**src/rtl/add_shift_datapath.sv**
```systemverilog
// -----------------------------------------------------------------------------
// add_shift_datapath
//
// Register datapath of a shift-and-add unsigned multiplier. An external
// add/shift sequencer drives the strobes; this block holds the operands and
// the partial product, reports Q[0] back for the add decision, captures the
// finished 2n-bit product and flags protocol violations.
//
// Ports
//   clock          in   1    rising-edge clock
//   reset          in   1    asynchronous, active-high; clears all state
//   clear          in   1    clear accumulator, load operands (held in IDLE)
//   add            in   1    C:A <= A + M
//   shift          in   1    C:A:Q >> 1
//   ready          in   1    sequencer reports the multiplication finished
//   multiplicand   in   n    loaded into M on clear
//   multiplier     in   n    loaded into Q on clear
//   Q0             out  1    Q[0], read straight from the register
//   product        out  2n   captured {A,Q}; holds until the next capture
//   product_valid  out  1    product holds the most recent completed run
//   error          out  1    sticky protocol error, cleared only by reset
// -----------------------------------------------------------------------------
module add_shift_datapath #(
  parameter int n = 4
) (
  input  logic           clock,
  input  logic           reset,
  input  logic           clear,
  input  logic           add,
  input  logic           shift,
  input  logic           ready,
  input  logic [n-1:0]   multiplicand,
  input  logic [n-1:0]   multiplier,
  output logic           Q0,
  output logic [2*n-1:0] product,
  output logic           product_valid,
  output logic           error
);

  localparam int             CW      = $clog2(n + 1);
  localparam logic [CW-1:0]  CNT_MAX = CW'(n);

  // One operation per edge, already resolved by strobe priority.
  typedef enum logic [2:0] {
    OP_IDLE,
    OP_CLEAR,
    OP_CONFLICT,   // add and shift together
    OP_ADD,
    OP_SHIFT,
    OP_OVERRUN,    // shift after n shifts already done
    OP_CAPTURE
  } op_t;

  logic [n-1:0]  m;
  logic [n-1:0]  a;
  logic          c;
  logic [n-1:0]  q;
  logic [CW-1:0] shift_cnt;
  logic          run;

  op_t           op;
  logic [n:0]    sum;

  assign Q0 = q[0];

  // Full (n+1)-bit sum; the carry lands in C so no product bit is lost.
  assign sum = {1'b0, a} + {1'b0, m};

  always_comb begin
    // NOTE: op gets a default before any branch so no path leaves it unassigned,
    // which would otherwise infer a latch.
    op = OP_IDLE;
    if (clear)               op = OP_CLEAR;
    else if (add && shift)   op = OP_CONFLICT;
    else if (add)            op = OP_ADD;
    else if (shift)          op = (shift_cnt == CNT_MAX) ? OP_OVERRUN : OP_SHIFT;
    else if (ready && run)   op = OP_CAPTURE;
  end

  always_ff @(posedge clock or posedge reset) begin
    if (reset) begin
      // NOTE: sequential state is updated with non-blocking assignments only, so
      // every register samples values from before the edge regardless of order.
      m             <= '0;
      a             <= '0;
      c             <= 1'b0;
      q             <= '0;
      shift_cnt     <= '0;
      run           <= 1'b0;
      product       <= '0;
      product_valid <= 1'b0;
      error         <= 1'b0;
    end else begin
      unique case (op)
        OP_CLEAR: begin
          a         <= '0;
          c         <= 1'b0;
          m         <= multiplicand;
          q         <= multiplier;
          shift_cnt <= '0;
          run       <= 1'b0;
        end
        OP_CONFLICT: begin
          error <= 1'b1;
        end
        OP_ADD: begin
          {c, a} <= sum;
          run    <= 1'b1;
        end
        OP_SHIFT: begin
          c         <= 1'b0;
          a         <= {c, a[n-1:1]};
          q         <= {a[0], q[n-1:1]};
          shift_cnt <= shift_cnt + 1'b1;
          run       <= 1'b1;
          // The first shift marks the start of a new run: the old product is stale.
          if (shift_cnt == '0) product_valid <= 1'b0;
        end
        OP_OVERRUN: begin
          error <= 1'b1;
        end
        OP_CAPTURE: begin
          product       <= {a, q};
          product_valid <= 1'b1;
          run           <= 1'b0;
          // Early ready still captures, but the result is not a full product.
          if (shift_cnt != CNT_MAX) error <= 1'b1;
        end
        OP_IDLE: ;
        default: ;
      endcase
    end
  end

endmodule

```
**config.mk**
```make
export PLATFORM = sky130hd
export DESIGN_NAME = add_shift_datapath
export DESIGN_NICKNAME = d
export VERILOG_FILES = /design/src/rtl/add_shift_datapath.sv
export SDC_FILE = /design/constraint.sdc
export NUM_CORES = 1
export LEC_CHECK = 0
export ABC_AREA = 1
export CAP_MARGIN = 15
export CORE_MARGIN = 3
export CORE_UTILIZATION = 52
export DETAILED_ROUTE_END_ITERATION = 8
export PLACE_DENSITY = 0.84
export RECOVER_POWER = 100
export SYNTH_ARGS = -nofsm -noshare
export SYNTH_HDL_FRONTEND = slang
export SYNTH_SLANG_ARGS = --single-unit
export TNS_END_PERCENT = 100
```
**constraint.sdc**
```tcl
create_clock -name clock -period 2.6 [get_ports clock]
set_input_delay 0.52 -clock clock [delete_from_list [all_inputs] [get_ports clock]]
set_output_delay 0.52 -clock clock [all_outputs]
set_load 0.02 [all_outputs]
```
* Word-level counts from Yosys, hierarchy flattened
Cells that the tools add are included.
Cells by class: $add $sub $neg 2, eq/ne operators 10, mux-type cells 15, reduce and logical (&&, ||, !) cells 15
Operators with widths (number):
- two-way mux 3 bit | 5
- == test 3 bit, second input constant | 4
- case mux 4 bit (3 select lines) | 1
- nonzero test 2 bit | 5
- case mux 1 bit (2 select lines) | 4
- case mux 4 bit (2 select lines) | 1
- OR reduction 2 bit | 4
- == test 3 x 2 -> 1 bit, second input constant | 2
- case mux 3 bit (2 select lines) | 1
- adder 4 x 4 -> 5 bit | 1
- inequality test 2 bit, second input constant | 2
- AND reduction 2 bit | 2
- adder 3 x 1 -> 3 bit, second input constant | 1
- == test 3 x 1 -> 1 bit, second input constant | 1
- logical NOT 3 bit | 1
- two-way mux 1 bit | 3
- inequality test 3 bit, second input constant | 1
- nonzero test 3 bit | 1
- logical AND 1 bit | 2
Word-level totals: register bits after elaboration 27, input bits 14, word-level logic and storage cells 51

* Logic depth before layout (Yosys ltp)
depth in word-level cells 10, mapped depth 9

* Worst setup path after synthesis
Ideal clock, no wire load.
path type flip-flop to flip-flop, from reg a[0], to reg c, arrival 1.276 ns, data required time 2.476 ns, slack 1.200 ns, stages on the path, launching flop included 7, path buffers 0, period minus slack after synthesis 1.400 ns, cell sequence dfrtp_1 ha_1 fa_1 nand2_1 nand2_1 a21oi_1 o21ai_1
Between the ends: word-level cells in the longest chain between the ends 2
Ends and longest elaborated chain:
- from (decl) | RTL line 55 | logic [n-1:0] a;
- from (signal assigned) | RTL line 107 | {c, a} <= sum;
- from (signal assigned) | RTL line 112 | a <= {c, a[n-1:1]};
- adder 4 x 4 -> 5 bit | RTL line 67 | assign sum = {1'b0, a} + {1'b0, m};
- case mux 1 bit (2 select lines) | RTL line 94 | unique case (op)
- to (signal assigned) | RTL line 107
- to (decl) | RTL line 56 | logic c;
No other way between the ends. A chain may end at the register's enable or synchronous reset.

==> results.toml <==
[status]
outcome = "completed"

[cts]
post_cts_resized = 0
cts_hold_buf = 0
path_clk_slew_ns = 0.14
numCtsBuffers = 3
cts_setup_buffers = 0
cts_root_buffer = "clkbuf_4"
cts.sinks = 27
cts_tree = "done"
clock_path_buffers = 2
insertion_delay_ns = 0.31
htree_levels = 1

[logic_synthesis]
synth_edf_count = 0
yosysWarnings = 0
synth_common_cells = "nand2_1 (52), dfrtp_1 (27), inv_1 (23)"
syn_nets = 188
synth_cell_types = 22
syn_avg_cell_area_sq_um = 8.38
synth_adder_area_share = 0.0680
synth_area_leaders = "dfrtp_1 (48%), nand2_1 (14%), inv_1 (6.2%)"
synth_area_sq_um = 1400
yosys.area_share.simple = 0.286
synth_flop_cell = "dfrtp_1"
ys_seq_area_frac = 0.483
synth_top_family_by_area = "simple AND/OR/NAND/NOR gates"
synthArstFlopShare = 1.00
synthMuxAreaShare = 0
syn_inst = 167
synth_xor_area_frac = 0.00626
yosysMostFrequentCell = "nand2_1"
yosysTopAreaCell = "dfrtp_1"
synth-compound-area-share = 0.0680
ys_seq_elements = 27
synth_top_cell_area_share = 0.483

[layout]
syn_to_final_growth_pct = 19.9
fin_cells = 223
layout.nets = 215
seqCellArea_sq_um = 676
multiInputGateArea_sq_um = 597
fin_area_sq_um = 1680
postLayoutCoreUtil = 0.665
fillers = 206
drive_gt1_frac = 0.0363
diodes = 0

[pwr]
ir_worst_vdd_mv = 0.374
p_leak_nw = 0.875
p_per_area_nw_per_um2 = 542

[sta]
setup_tns_ns = 0
drv_slew = 0
rsz0062_at_grt = "no"
hold_viol = 0
fin_crit_ns = 1.93
setup_viol = 0
worstMarginPinSlew_ns = 1.42
timing.final.crit_share = 0.743
relSlewSlack = 0.0537
fmax_mhz = 517
fin_skew_ns = 0.00300

[grt]
grt_usage = 0.190
overflow = 0
grt_max_degree = 28
grt_pass1_wl_um = 5040
antenna_found_initial = 0
grt_pass1_vias = 1215

[die]
die_h_um = 57.9
start_util = 0.555
core_area_sq_um = 2520
rows = 18
num_io_pins = 25
die_area_sq_um = 3350
fp.dieW_um = 57.9

[flow_run]
maxCapViolations = 0

[placed_design]
placed_area_sq_um = 1660
port_buffers = 24
finalWeightedCongestion = 0.864
dp_cells = 219
dp_hpwl_um = 2180

[routing]
first_pass_iters = 4
wl_met2_um = 1470
antenna_left = 0
highest_layer = "met4"
drt_iter0_markers = 72
drc = 0
wl_met1_um = 1230
wl_um = 2810
vias_per_cell = 5.17
wl_per_cell_um = 12.6
route.met3.wl_um = 96
num_vias = 1154

[critical_path]
worstPathRequired_ns = 2.81
start_kind = "input pin"
path_class = "input pin to asynchronous set/reset pin"
critPathMaxFanout = 27
r2r_cells = 8
critPathCaptureType = "asynchronous set/reset pin"
crit_arrival_ns = 2.14

[hold_path]
min_path_cells = 2
hold_class = "register to register"
[logic make-up (layout without fill, tap and decap cells)]
logic type,Yosys count,count (layout)
DFF,27,27
xor gates and xnor gates,1,1
adders and majority gates,7,7
buffers and inverters,28,54
and+or+nand+nor,86,86
AOI/OAI and AO/OA,18,18
[flip-flops by register name (all words and copies together), names as in the netlist]
| register | cells |
|---|---|
| product | 8 |
| error | 1 |
| c | 1 |
| shift_cnt | 3 |
| run | 1 |
| a | 4 |
| q | 4 |
| product_valid | 1 |
| m | 4 |
[cell type report]
class	count	share of cell area
Sequential cell	27	0.403
Inverter	25	0.0575
Timing Repair Buffer	25	0.146
Tap cell	30	0.0224
Multi-Input combinational cell	112	0.356
Clock buffer	4	0.0157
[layout by cell type (no fill, tap or decap), types with 2 or more instances in the layout]
master           instances
nand4_1                  5
ha_1                     6
dlygate4sd3_1           13
o21ai_1                  2
nand3_1                 14
clkbuf_1                 2
nand2_1                 53
dfrtp_1                 27
clkbuf_4                 3
a21oi_1                  3
nor2_1                  10
nand4_4                  2
o22ai_1                  2
o21ai_0                 10
inv_1                   24
clkdlybuf4s50_1         11
[per-stage QoR]
step,worst slack (ns),hold slack (ns),total power [mW]
after floorplan,1.20,0.446,0.647
final,0.667,0.495,0.909
after global routing,0.426,0.524,0.978
after global placement,0.604,0.462,0.747
after CTS,0.739,0.504,0.937
after detailed placement,0.482,0.471,0.760
[metal layers]
| metal | track usage | up-vias |
|---|---|---|
| met5 | 0 | - |
| met4 | 0.0662 | 0 |
| met3 | 0.0334 | 2 |
| met2 | 0.339 | 22 |
| met1 | 0.228 | 545 |
| li1 | - | 585 |
[critical path: stages]
cell and delay (ns):
dlygate4sd3_1 0.53, inv_1 0.05, clkbuf_1 1.03
[final timing paths]
path                         startpoint    endpoint  slack, ns
min in group asynchronous         reset  product[4]       1.11
max                               reset        m[1]       0.67
min reg2reg                  product[4]  product[4]       0.49
max in group clock                clear        q[1]       0.68
min                          product[4]  product[4]       0.49
max reg2reg                shift_cnt[0]        q[1]       0.99
[power by group]
| group | total [mW] | leakage (nW) | internal [mW] | switching [mW] |
|---|---|---|---|---|
| combinational | 0.230 | 0.515 | 0.0993 | 0.131 |
| clock | 0.175 | 0.0150 | 0.0598 | 0.116 |
| sequential | 0.503 | 0.345 | 0.470 | 0.0333 |
| total | 0.909 | 0.875 | 0.629 | 0.280 |
Note: power is estimated with default switching activity, not from simulation.
